## src/rtl/seqsched.sv

```systemverilog
`timescale 1ns/1ps
// Round-robin scheduler sharing one strided address generator among NREQ requesters.
// First word 1 cycle after grant, 2 cycles overhead per run; AddrOut/AddrValid hold while AddrReady is low.
module seqsched #(
    parameter int NREQ   = 2,
    parameter int AWIDTH = 8,
    parameter int LWIDTH = 4,
    parameter int STRIDE = 1,
    parameter int IDXW   = (NREQ > 1) ? $clog2(NREQ) : 1
) (
    input  logic                   Clk,
    input  logic                   RstN,
    input  logic [NREQ-1:0]        ReqValid,
    input  logic [NREQ*AWIDTH-1:0] ReqStart,
    input  logic [NREQ*LWIDTH-1:0] ReqLen,
    output logic [NREQ-1:0]        ReqAck,
    output logic [NREQ-1:0]        Done,
    output logic [AWIDTH-1:0]      AddrOut,
    output logic                   AddrValid,
    input  logic                   AddrReady,
    output logic [IDXW-1:0]        Owner,
    output logic                   Busy
);
    typedef enum logic [1:0] {IDLE, RUN, DONE} stateE;

    stateE             state, stateNxt;
    logic [IDXW-1:0]   ptr, ptrNxt;
    logic [AWIDTH-1:0] addrQ, addrNxt;
    logic              addrVldQ, addrVldNxt;
    logic [LWIDTH-1:0] remQ, remNxt;
    logic [IDXW-1:0]   ownerQ, ownerNxt;
    logic [NREQ-1:0]   ackQ, ackNxt;
    logic [NREQ-1:0]   doneQ, doneNxt;
    logic              busyQ, busyNxt;
    logic              zeroRunQ, zeroRunNxt;

    logic              grantVld;
    logic [IDXW-1:0]   grantIdx;

    logic [AWIDTH-1:0] startArr [NREQ];
    logic [LWIDTH-1:0] lenArr   [NREQ];

    for (genvar i = 0; i < NREQ; i++) begin : gUnpack
        assign startArr[i] = ReqStart[i*AWIDTH +: AWIDTH];
        assign lenArr[i]   = ReqLen[i*LWIDTH +: LWIDTH];
    end

    // (base + ofs) mod NREQ for base, ofs < NREQ; works for non power-of-two NREQ.
    function automatic logic [IDXW-1:0] wrapIdx(input logic [IDXW-1:0] base, input int ofs);
        int sum;
        sum = int'(base) + ofs;
        if (sum >= NREQ) begin
            sum = sum - NREQ;
        end
        return IDXW'(sum);
    endfunction

    always_comb begin
        grantVld = 1'b0;
        grantIdx = '0;
        for (int k = 0; k < NREQ; k++) begin
            if (!grantVld && ReqValid[wrapIdx(ptr, k)]) begin
                grantVld = 1'b1;
                grantIdx = wrapIdx(ptr, k);
            end
        end
    end

    always_comb begin
        stateNxt   = state;
        ptrNxt     = ptr;
        addrNxt    = addrQ;
        addrVldNxt = addrVldQ;
        remNxt     = remQ;
        ownerNxt   = ownerQ;
        zeroRunNxt = zeroRunQ;
        ackNxt     = '0;
        doneNxt    = '0;
        case (state)
            IDLE: begin
                if (grantVld) begin
                    addrNxt          = startArr[grantIdx];
                    remNxt           = lenArr[grantIdx];
                    ownerNxt         = grantIdx;
                    ptrNxt           = wrapIdx(grantIdx, 1);
                    ackNxt[grantIdx] = 1'b1;
                    zeroRunNxt       = (lenArr[grantIdx] == '0);
                    if (lenArr[grantIdx] != '0) begin
                        stateNxt   = RUN;
                        addrVldNxt = 1'b1;
                    end else begin
                        stateNxt = DONE;
                    end
                end
            end
            RUN: begin
                if (addrVldQ && AddrReady) begin
                    addrNxt = addrQ + AWIDTH'(STRIDE);
                    remNxt  = remQ - LWIDTH'(1);
                    if (remQ == LWIDTH'(1)) begin
                        addrVldNxt      = 1'b0;
                        stateNxt        = DONE;
                        doneNxt[ownerQ] = 1'b1;
                    end
                end
            end
            DONE: begin
                stateNxt = IDLE;
                // An empty run pulses Done one cycle late so it never coincides with its ReqAck.
                if (zeroRunQ) begin
                    doneNxt[ownerQ] = 1'b1;
                end
            end
            default: stateNxt = IDLE;
        endcase
        busyNxt = (stateNxt != IDLE);
    end

    always_ff @(posedge Clk or negedge RstN) begin
        if (!RstN) begin
            state    <= IDLE;
            ptr      <= '0;
            addrQ    <= '0;
            addrVldQ <= 1'b0;
            remQ     <= '0;
            ownerQ   <= '0;
            ackQ     <= '0;
            doneQ    <= '0;
            busyQ    <= 1'b0;
            zeroRunQ <= 1'b0;
        end else begin
            state    <= stateNxt;
            ptr      <= ptrNxt;
            addrQ    <= addrNxt;
            addrVldQ <= addrVldNxt;
            remQ     <= remNxt;
            ownerQ   <= ownerNxt;
            ackQ     <= ackNxt;
            doneQ    <= doneNxt;
            busyQ    <= busyNxt;
            zeroRunQ <= zeroRunNxt;
        end
    end

    assign ReqAck    = ackQ;
    assign Done      = doneQ;
    assign AddrOut   = addrQ;
    assign AddrValid = addrVldQ;
    assign Owner     = ownerQ;
    assign Busy      = busyQ;

endmodule
```

## config.mk

```make
export PLATFORM = sky130hd
export DESIGN_NAME = seqsched
export DESIGN_NICKNAME = d
export VERILOG_FILES = /design/src/rtl/seqsched.sv
export SDC_FILE = /design/constraint.sdc
export NUM_CORES = 1
export LEC_CHECK = 0
export ABC_AREA = 1
export BUFFER_PORTS_ARGS = -buffer_cell sky130_fd_sc_hd__buf_2
export CAP_MARGIN = 20
export CORE_ASPECT_RATIO = 0.6
export CORE_UTILIZATION = 46
export CTS_CLUSTER_SIZE = 12
export DETAILED_ROUTE_END_ITERATION = 8
export PLACE_DENSITY_LB_ADDON = 0.15
export SETUP_SLACK_MARGIN = 0.3
export SLEW_MARGIN = 40
export SYNTH_ARGS = -nofsm -noshare
export SYNTH_HDL_FRONTEND = slang
export SYNTH_SLANG_ARGS = --single-unit
```

## constraint.sdc

```tcl
create_clock -name Clk -period 1.3 [get_ports Clk]
set_input_delay 0.065 -clock Clk [delete_from_list [all_inputs] [get_ports Clk]]
set_output_delay 0.065 -clock Clk [all_outputs]
set_load 0.01 [all_outputs]
```

==> summary.txt, run 1 <==
Status
  – Status: finished with violations
  – Violated checks: negative setup slack

Clocking
  – Root buffer cell: clkbuf_8
  – Clock Pin Slew Worst Setup and Hold Paths: 0.09 ns
  – Clock buffer depth: 2
  – Num CTS Buffers: 3
  – TritonCTS clock tree: yes
  – Worst-Skew Late Latency: 0.27 ns
  – Htree depth: 1
  – Clock sinks: 23

Synth
  – Synthesized net count: 223
  – Library cells used by synthesis: 29
  – Synth top area share: 38.6%
  – Netlist Area Pre-Place: 0.00149 sq mm
  – Seq cells post-synth: 23
  – Post-synth top area cell: dfrtp_1
  – Ys async rst share: 100%
  – Number of synthesized flops with an enable pin: 0
  – Synth Flop Type: dfrtp_1
  – Syn_area_per_cell: 7.93 sq um
  – Ranking of synthesized cells by area: dfrtp_1 39%, nor2_1 8.6%, nand2_1 6.8%
  – Yosys warns: 0
  – Register area share after synthesis: 38.6%
  – Cells after Synth: 188

Global route
  – First-pass GRT wire length: 6390 um
  – GRT Total Usage: 26.1%
  – Overflow after GRT: 0
  – Largest net degree at the start of global routing: 24
  – Number of global-route vias before repair: 1357
  – Antenna violations before repair: 0

Cells and area
  – Multi-input gate area: 993 sq um
  – Most frequent cells in the layout: 39 x buf_2, 24 x nand2_1, 24 x nor2_1, 23 x dfrtp_1, 23 x buf_4
  – Diodes inserted: 0
  – Design Area, Final: 0.00235 sq mm
  – Area growth, synth to finish: 57.8%
  – # nets final: 305
  – Commonest non-fill, non-tap cell in the layout: buf_2
  – Register area: 576 sq um
  – Layout cells sized above 1: 54.3%
  – Number of fill cells: 207

Setup path
  – Critical path class: reg -> reg
  – CP endpoint kind: register
  – Critical path cell sequence: inv_2 > ha_4 > inv_4 > o21ai_4 > nand2_4 > inv_6 > buf_8 > o21ai_2 > o21ai_1
  – Slowest library cell on the worst path: dfrtp_1
  – Critical path buffers and inverters: 4
  – Critical Path Start Type: register
  – Crit path required time: 1.51 ns
  – Max incr delay on CP: 0.40 ns
  – CP arrival: 1.68 ns
  – Crit path max fanout: 6
  – CP delay by family, top: flip-flops

Power and ir drop
  – Part of the power in the clock network: 7.0%
  – LEAKAGE: 0.00114 uW
  – Power per cell area: 2850 mW/mm^2
  – Sw Pwr: 3050 uW
  – Flop pwr share: 20.4%
  – Net Sw Frac: 45.6%
  – Int Power: 3650 uW
  – Proportion of power drawn by combinational gates: 72.7%
  – Peak supply drop: 0.00147 V

Floorplanning
  – Die ar.: 0.00348 sq mm
  – Row count: 15
  – Die Ht: 46.1 um
  – Core Area: 0.00297 sq mm
  – Die extent in x: 75.5 um
  – Starting Density: 50.3%
  – I/O pin count: 44

Route
  – Total number of vias: 1618
  – Initial DRC count: 105
  – Detailed Routing Iterations Pass 1: 4
  – WL final: 4650 um
  – Final ANT Viol Nets: 0
  – Post-DR vias/cell: 5.20
  – Drc violations: 0
  – Wire per inst: 15.0 um

STA
  – Clock Skew: 0.0103 ns
  – Setup slack after layout: -0.176 ns
  – Final hold slack: 0.0867 ns
  – Fin crit period: 1.48 ns
  – Worst slew pin tran: 0.545 ns
  – Final Hold Viols: 0
  – Final period utilization: 114%
  – Number of setup violations in the final report: 17
  – Max Fclk: 678 MHz
  – Pins Over Slew Limit: 0
  – Slew Limit Headroom: 63.7%
  – RSZ-0062 raised after global routing: yes

Place
  – GPL Wtd Cong: 0.825
  – DP HPWL: 2990 um
  – Number of port buffers: 43
  – Area after detailed placement: 0.00194 sq mm

Min path
  – Tightest Hold Check Type: in -> reg

Run
  – Maxcap violations: 0
-- worst reg2reg max path, delay by kind of cell (launching register included) --
family          cells  cell delay (ns)
flops               1             0.40
buf+inv             4             0.40
compound gates      3             0.36
fa+ha+maj           1             0.17
simple gates        1             0.10
-- power by group through the flow --
stage	registers (uW)	logic, uW	clock network (uW)
final	1360	4870	467
after global routing	1410	5240	482
after CTS	1320	4270	473
after detailed placement	1300	3560	0
after global placement	1290	3500	0
after floorplan	1390	2100	0
-- what timing repair did --
action | CTS | global route
buffers inserted | 5 | 6
hold endpoints to repair | 23 | 0
gates resized for setup | 44 | 25
hold buffers | 1 | 0
pin swaps | 13 | 11
setup endpoints to repair | 27 | 27
-- path summary, 6_finish.rpt --
path                        startpoint    endpoint  slack [ns]  depth (start not counted)
max                           state[1]  AddrOut[1]       -0.18                          9
min reg2reg                      Owner     Done[0]        0.48                          1
min in group asynchronous         RstN   AddrValid        0.31                          2
min                        ReqStart[8]  AddrOut[0]        0.09                          3
max reg2reg                   state[1]  AddrOut[1]       -0.18                          9
max in group asynchronous         RstN  AddrOut[6]        0.62                          2
-- Yosys cell counts (3+ instances only) --
library cell / instances
nor2_1: 34
nand2_1: 27
dfrtp_1: 23
nand3_1: 15
inv_1: 14
o21ai_1: 12
nand2_2: 10
a21oi_1: 6
ha_1: 6
o21ai_0: 6
nor2_2: 5
a31oi_2: 3
buf_6: 3
-- flip-flops by register name, indices dropped and copies added, names as in the netlist --
name and cells:
AddrOut 8, AddrValid 1, Busy 1, Done 2, Owner 1, ReqAck 2, ptr 1, remQ 4
state 2, zeroRunQ 1
-- cells by family after synthesis --
| group | after synthesis | share of synthesized area [%] |
|---|---|---|
| xor+xnor | 3 | 1.76 |
| simple gates | 98 | 31.1 |
| fa+ha+maj | 6 | 5.04 |
| compound gates | 36 | 16.0 |
| buf+inv | 22 | 7.47 |
| flops | 23 | 38.6 |
-- stage by stage --
step | util (%) | total power (uW) | worst slack [ns] | std cells | TNS, ns
global placement | 65.5 | 4790 | -0.207 | 295 | -2.72
detailed placement | 65.5 | 4860 | -0.258 | 295 | -3.73
finish | 79.3 | 6700 | -0.176 | 311 | -2.10
CTS | 74.2 | 6060 | -0.146 | 305 | -1.82
global route | 79.3 | 7130 | -0.241 | 311 | -3.25
floorplan | - | 3490 | -0.117 | 188 | -0.666
-- layout make-up --
| class | instances | area share, % |
|---|---|---|
| Clock buffer | 3 | 1.76 |
| Sequential cell | 23 | 24.5 |
| Tap cell | 42 | 2.24 |
| Multi-Input combinational cell | 143 | 42.3 |
| Clock inverter | 1 | 0.213 |
| Inverter | 16 | 2.87 |
| Timing Repair Buffer | 83 | 26.2 |
-- routing by layer --
| metal | global-route usage, % | part of all wire (%) | vias to the layer above |
|---|---|---|---|
| met3 | 5.91 | 8.1 | 6 |
| met1 | 38.0 | 45 | 756 |
| met4 | 7.04 | 1.2 | 0 |
| li1 | - | - | 779 |
| met5 | 0 | 0 | - |
| met2 | 39.3 | 46 | 77 |
(Power assumes the default switching activity.)
==> inputs of run 2 (changes only) <==
--- a/config.mk
+++ b/config.mk
@@ -9,7 +9,7 @@
 export BUFFER_PORTS_ARGS = -buffer_cell sky130_fd_sc_hd__buf_2
 export CAP_MARGIN = 20
 export CORE_ASPECT_RATIO = 0.6
-export CORE_UTILIZATION = 46
+export CORE_UTILIZATION = 51
 export CTS_CLUSTER_SIZE = 12
 export DETAILED_ROUTE_END_ITERATION = 8
 export PLACE_DENSITY_LB_ADDON = 0.15
==> constraint.sdc (replaced) <==
create_clock -name Clk -period 1.4 [get_ports Clk]
set_input_delay 0.07 -clock Clk [delete_from_list [all_inputs] [get_ports Clk]]
set_output_delay 0.07 -clock Clk [all_outputs]
set_load 0.05 [all_outputs]
==> summary.txt, run 2 (synthesis results as in run 1) <==
Floorplanning
  – I/O pin count: 44 (unchanged)
  – Die extent in x: 71.8 um (-4.9%)
  – Die ar.: 0.00315 sq mm (-9.5%)
  – Starting Density: 56.7% (+6.5 points)
  – Core Area: 0.00263 sq mm (-11%)
  – Row count: 14 (-1)
  – Die Ht: 43.9 um (-4.8%)

Route
  – Post-DR vias/cell: 5.64 (+8.3%)
  – Detailed Routing Iterations Pass 1: 5 (+1)
  – WL final: 4640 um (-0.19%)
  – Final ANT Viol Nets: 0 (unchanged)
  – Initial DRC count: 105 (unchanged)
  – Wire per inst: 16.3 um (+8.9%)
  – Total number of vias: 1606 (-0.74%)
  – Drc violations: 0 (unchanged)

STA
  – Number of setup violations in the final report: 20 (+3)
  – Worst slew pin tran: 0.555 ns (+0.0108 ns)
  – Fin crit period: 1.61 ns (+0.138 ns)
  – Pins Over Slew Limit: 0 (unchanged)
  – Setup slack after layout: -0.213 ns (-0.0379 ns)
  – Final Hold Viols: 0 (unchanged)
  – Max Fclk: 620 MHz (-8.5%)
  – Final hold slack: 0.0798 ns (-0.00691 ns)
  – Slew Limit Headroom: 63.0% (-0.72 points)
  – Clock Skew: 0.00428 ns (-0.00602 ns)
  – Final period utilization: 115% (+1.7 points)
  – RSZ-0062 raised after global routing: yes

Clocking
  – Htree depth: 1 (unchanged)
  – Worst-Skew Late Latency: 0.27 ns (about the same)
  – Clock Pin Slew Worst Setup and Hold Paths: 0.09 ns (about the same)
  – TritonCTS clock tree: yes
  – Num CTS Buffers: 3 (unchanged)
  – Clock buffer depth: 2 (unchanged)
  – Clock sinks: 23 (unchanged)
  – Root buffer cell: clkbuf_8

Global route
  – Antenna violations before repair: 0 (unchanged)
  – Largest net degree at the start of global routing: 24 (unchanged)
  – Overflow after GRT: 0 (unchanged)
  – Number of global-route vias before repair: 1403 (+3.4%)
  – First-pass GRT wire length: 6800 um (+6.5%)
  – GRT Total Usage: 28.7% (+2.6 points)

Power and ir drop
  – Power, Total: 6440 uW (-3.8%)
  – LEAKAGE: 0.00104 uW (-8.7%)
  – Power per cell area: 2960 mW/mm^2 (+3.8%)
  – Peak supply drop: 0.00147 V (+0.22%)

Cells and area
  – Max reg flops: 8 (unchanged)
  – Commonest non-fill, non-tap cell in the layout: buf_2
  – Area growth, synth to finish: 46.3%
  – Layout cells sized above 1: 53.0% (-1.3 points)
  – Design Area, Final: 0.00218 sq mm (-7.3%)
  – Number of fill cells: 155 (-25%)
  – # nets final: 289 (-5.2%)
  – Util after Layout: 83.0% (+3.7 points)
  – Most frequent cells in the layout: 40 x buf_2, 25 x nor2_1, 23 x nand2_1, 17 x dfrtp_1
  – Diodes inserted: 0 (unchanged)

Min path
  – Hold_sp: ReqStart[8]
  – Tightest Hold Check Type: in -> reg
  – Hold path cells: 3 (unchanged)

Place
  – Number of port buffers: 43 (unchanged)
  – Area after detailed placement: 0.00184 sq mm (-5.3%)
  – DP HPWL: 3020 um (+1.2%)
  – Pre-CTS setup slack: -0.202 ns (+0.0558 ns)
  – GPL Wtd Cong: 0.798 (-3.4%)

Setup path
  – Crit path required time: 1.58 ns (+0.07 ns)
  – Critical path class: reg -> reg
  – Crit path max fanout: 6 (unchanged)
  – CP arrival: 1.80 ns (+0.12 ns)
  – Crit path from: state[0]
  – Reg2Reg Launch Point: state[0]
  – CP endpoint kind: register
  – Reg2Reg Depth: 9 (unchanged)
  – Critical Path Start Type: register

Status
  – Violated checks: negative setup slack
  – Status: finished with violations

Run
  – Maxcap violations: 0 (unchanged)
run 2: repair_timing:
action / 4_1_cts / 5_1_grt
endpoints found under the hold margin: 23 / 0
gates cloned: 1 / 0
pin swaps: 15 / 9
setup buffers: 3 / 4
endpoints found under the setup margin: 24 / 25
hold buffers: 1 / 0
gates resized for setup: 38 / 27
run 2: report_power, final:
group / internal (uW) / switching, uW / total (uW)
Combinational: 1860 / 2840 / 4700
Clock: 204 / 223 / 427
Sequential: 999 / 320 / 1320
Total: 3060 / 3390 / 6440
run 2: through the flow:
| stage | instances | TNS [ns] |
|---|---|---|
| 2_1_floorplan | 188 | -0.0235 |
| 3_3_place_gp | 272 | -0.639 |
| 3_5_place_dp | 272 | -1.81 |
| 4_1_cts | 281 | -0.287 |
| 5_1_grt | 285 | -2.95 |
| 6_report | 285 | -2.03 |
run 2: area by class of cell:
class	count	area, sq um	area share, %
Multi-Input combinational cell	143	978	44.9
Timing Repair Buffer	66	452	20.7
Inverter	16	72.6	3.33
Clock buffer	4	45.0	2.07
Sequential cell	23	583	26.8
Timing Repair inverter	1	8.76	0.402
Tap cell	32	40.0	1.84
run 2: final timing paths:
path                         endpoint  slack, ns
max                        AddrOut[1]      -0.21
max reg2reg                AddrOut[1]      -0.21
min in group asynchronous  AddrOut[2]       0.31
min reg2reg                   Done[0]       0.49
max in group asynchronous  AddrOut[0]       0.69
min                        AddrOut[0]       0.08
run 2: metal layers:
metal  global-route usage, %  share of wire (%)  up-vias
met4                    5.49                2.9        0
met5                       0                  0        -
met3                    6.51                8.5       20
li1                        -                  -      745
met1                    38.4                 43      743
met2                    48.9                 45       98
run 2: critical path, stage by stage, from the launching register on:
cell     delay [ns]
dfrtp_1        0.46
inv_2          0.12
ha_4           0.17
inv_4          0.04
o21ai_4        0.14
nand2_4        0.10
inv_6          0.09
buf_6          0.13
o21ai_1        0.10
o21ai_1        0.18
==> inputs of run 3 (changes only) <==
--- a/config.mk
+++ b/config.mk
@@ -8,7 +8,7 @@
 export ABC_AREA = 1
 export BUFFER_PORTS_ARGS = -buffer_cell sky130_fd_sc_hd__buf_2
 export CAP_MARGIN = 20
-export CORE_ASPECT_RATIO = 0.6
+export CORE_ASPECT_RATIO = 0.9
 export CORE_UTILIZATION = 51
 export CTS_CLUSTER_SIZE = 12
 export DETAILED_ROUTE_END_ITERATION = 8
==> summary.txt, run 3 (synthesis results as in run 1) <==
Global route
  – First-pass GRT wire length: 6540 um (-3.9%)
  – GRT Total Usage: 28.2% (-0.49 points)
  – Overflow after GRT: 0 (unchanged)
  – Antenna violations before repair: 0 (unchanged)
  – GRT met3 Usage: 2.93% (-3.6 points)
  – Number of global-route vias before repair: 1488 (+6.1%)
  – Largest net degree at the start of global routing: 24 (unchanged)
  – Met2 usage: 51.7% (+2.8 points)
  – Global Route met1 Usage: 35.0% (-3.4 points)
  – Most Crowded Layer GR: met2

STA
  – RSZ-0062 raised after global routing: yes
  – Max Fclk: 631 MHz (+1.8%)
  – Setup slack after layout: -0.185 ns (+0.0287 ns)
  – Worst slew pin tran: 0.538 ns (-0.0176 ns)
  – Slew Limit Headroom: 64.2% (+1.2 points)
  – Final Hold Viols: 0 (unchanged)
  – Clock Skew: 0.00552 ns (+0.00124 ns)
  – Number of setup violations in the final report: 21 (+5.0%)
  – Final hold slack: 0.0424 ns (-0.0374 ns)
  – Fin crit period: 1.58 ns (-0.0287 ns)
  – Final period utilization: 113% (-2.1 points)
  – Pins Over Slew Limit: 0 (unchanged)

Place
  – GPL Wtd Cong: 0.805 (+0.89%)
  – Pre-CTS setup slack: -0.0983 ns (+0.104 ns)
  – DP HPWL: 2670 um (-11%)
  – Cells after DPL: 280 (+2.9%)
  – Number of port buffers: 43 (unchanged)
  – Area after detailed placement: 0.00186 sq mm (+1.2%)

Min path
  – WHS Endpoint: AddrOut[0]
  – Tightest Hold Check Type: in -> reg
  – Hold_sp: ReqStart[8]
  – Hold path cells: 3 (unchanged)

Clocking
  – Htree depth: 1 (unchanged)
  – Clock buffer depth: 2 (unchanged)
  – Clock sinks: 23 (unchanged)
  – Root buffer cell: clkbuf_4
  – Num CTS Buffers: 3 (unchanged)
  – TritonCTS clock tree: yes
  – Clock Pin Slew Worst Setup and Hold Paths: 0.14 ns (+0.05 ns)
  – Worst-Skew Late Latency: 0.32 ns (+0.05 ns)

Power and ir drop
  – Power per cell area: 3010 mW/mm^2 (+1.7%)
  – Power, Total: 7000 uW (+8.6%)
  – Peak supply drop: 0.00160 V (+8.6%)
  – LEAKAGE: 0.00112 uW (+8.0%)

Floorplanning
  – Row count: 18 (+4)
  – Die extent in x: 59.0 um (-18%)
  – Starting Density: 53.8% (-2.9 points)
  – Die Ht: 53.3 um (+21%)
  – Core Area: 0.00277 sq mm (+5.4%)
  – I/O pin count: 44 (unchanged)
  – Die ar.: 0.00314 sq mm (-0.21%)

Setup path
  – Reg2Reg Depth: 7 (-2)
  – Most Frequent Cell on Critical Path: nor2_1
  – Critical path cell sequence: ha_1 > nand4_1 > nor2_2 > nor2_1 > nor2_1 > nand2_1 > a31oi_4
  – Flop-to-flop setup slack: -0.18 ns (+0.03 ns)
  – Crit path max fanout: 5 (-1)
  – Reg2Reg Launch Point: AddrOut[0]
  – Crit path required time: 1.65 ns (+0.07 ns)
  – CP endpoint kind: register
  – Worst r2r dst: AddrOut[6]
  – Critical path buffers and inverters: 0 (-4)
  – CP delay by family, top: simple AND/OR/NAND/NOR gates
  – Critical path class: reg -> reg
  – Slowest library cell on the worst path: dfrtp_2
  – Critical Path Start Type: register
  – Max incr delay on CP: 0.43 ns (-0.03 ns)
  – CP arrival: 1.84 ns (+0.04 ns)

Route
  – Detailed Routing Iterations Pass 1: 4 (-1)
  – Initial DRC count: 126 (+20%)
  – Wire per inst: 16.9 um (+3.8%)
  – Total number of vias: 1711 (+6.5%)
  – WL final: 5190 um (+12%)
  – Final ANT Viol Nets: 0 (unchanged)
  – Drc violations: 0 (unchanged)
  – Post-DR vias/cell: 5.57 (-1.1%)

Cells and area
  – # nets final: 303 (+4.8%)
  – Max reg flops: 8 (unchanged)
  – Diodes inserted: 0 (unchanged)
  – Design Area, Final: 0.00233 sq mm (+6.8%)
  – Layout cells sized above 1: 55.8% (+2.8 points)
  – Non-Filler Instances: 307 (+7.7%)
  – Most frequent cells in the layout: 33 x buf_2, 26 x buf_4, 23 x nand2_1, 22 x nor2_1, 16 x dfrtp_1
  – Area growth, synth to finish: 56.3%
  – Commonest non-fill, non-tap cell in the layout: buf_2

Status
  – Status: finished with violations
  – Violated checks: negative setup slack

Run
  – Maxcap violations: 0 (unchanged)
==> run 3: timing repair <==
item                                    CTS  global route
pin swaps                                12             6
gates resized for setup                  45            32
endpoints found under the setup margin   26            33
buffers inserted                          8            12
hold endpoints to repair                 23             0
gates cloned                              1             1
hold buffers                              1             0
==> run 3: cell type report <==
cell class	count	area, sq um
flip-flops and latches	23	584
multi-input cells	143	957
clock buffers	3	22.5
well taps	40	50.0
inverters	16	77.6
clock inverters	1	5.00
repair buffers	80	626
repair inverters	1	6.26
fillers	161	442
==> run 3: worst reg2reg max path, cell delays in order (launching register included) <==
cell and delay [ns]:
dfrtp_2 0.43, ha_1 0.24, nand4_1 0.19, nor2_2 0.19, nor2_1 0.07, nor2_1 0.11, nand2_1 0.11, a31oi_4 0.18
==> run 3: per-layer routing <==
| metal | vias up | share of wire [%] |
|---|---|---|
| met3 | 32 | 8.0 |
| met1 | 787 | 36 |
| met2 | 114 | 50 |
| met4 | 0 | 5.6 |
| li1 | 778 | - |
| met5 | - | 0 |
==> run 3: per-stage QoR <==
stage               util, %  TNS (ns)
floorplan                 -   -0.0235
global placement       67.2    -0.291
detailed placement     67.2    -0.807
CTS                    76.9    -0.371
global route           84.1     -3.00
finish                 84.1     -2.05
==> run 3: report_power, final <==
part,leakage [uW],internal (uW),switching [uW]
clock,0.0000177,107,223
sequential,0.000267,999,324
combinational,0.000835,2330,3020
==> run 3: worst max path at each step <==
stage               startpoint         end  cells after the start
floorplan             state[0]  AddrOut[7]                      9
global placement      state[0]   AddrValid                     10
detailed placement    state[1]  AddrOut[4]                      9
CTS                   state[0]   AddrValid                      9
global route        AddrOut[0]  AddrOut[6]                      7
finish              AddrOut[0]  AddrOut[6]                      7
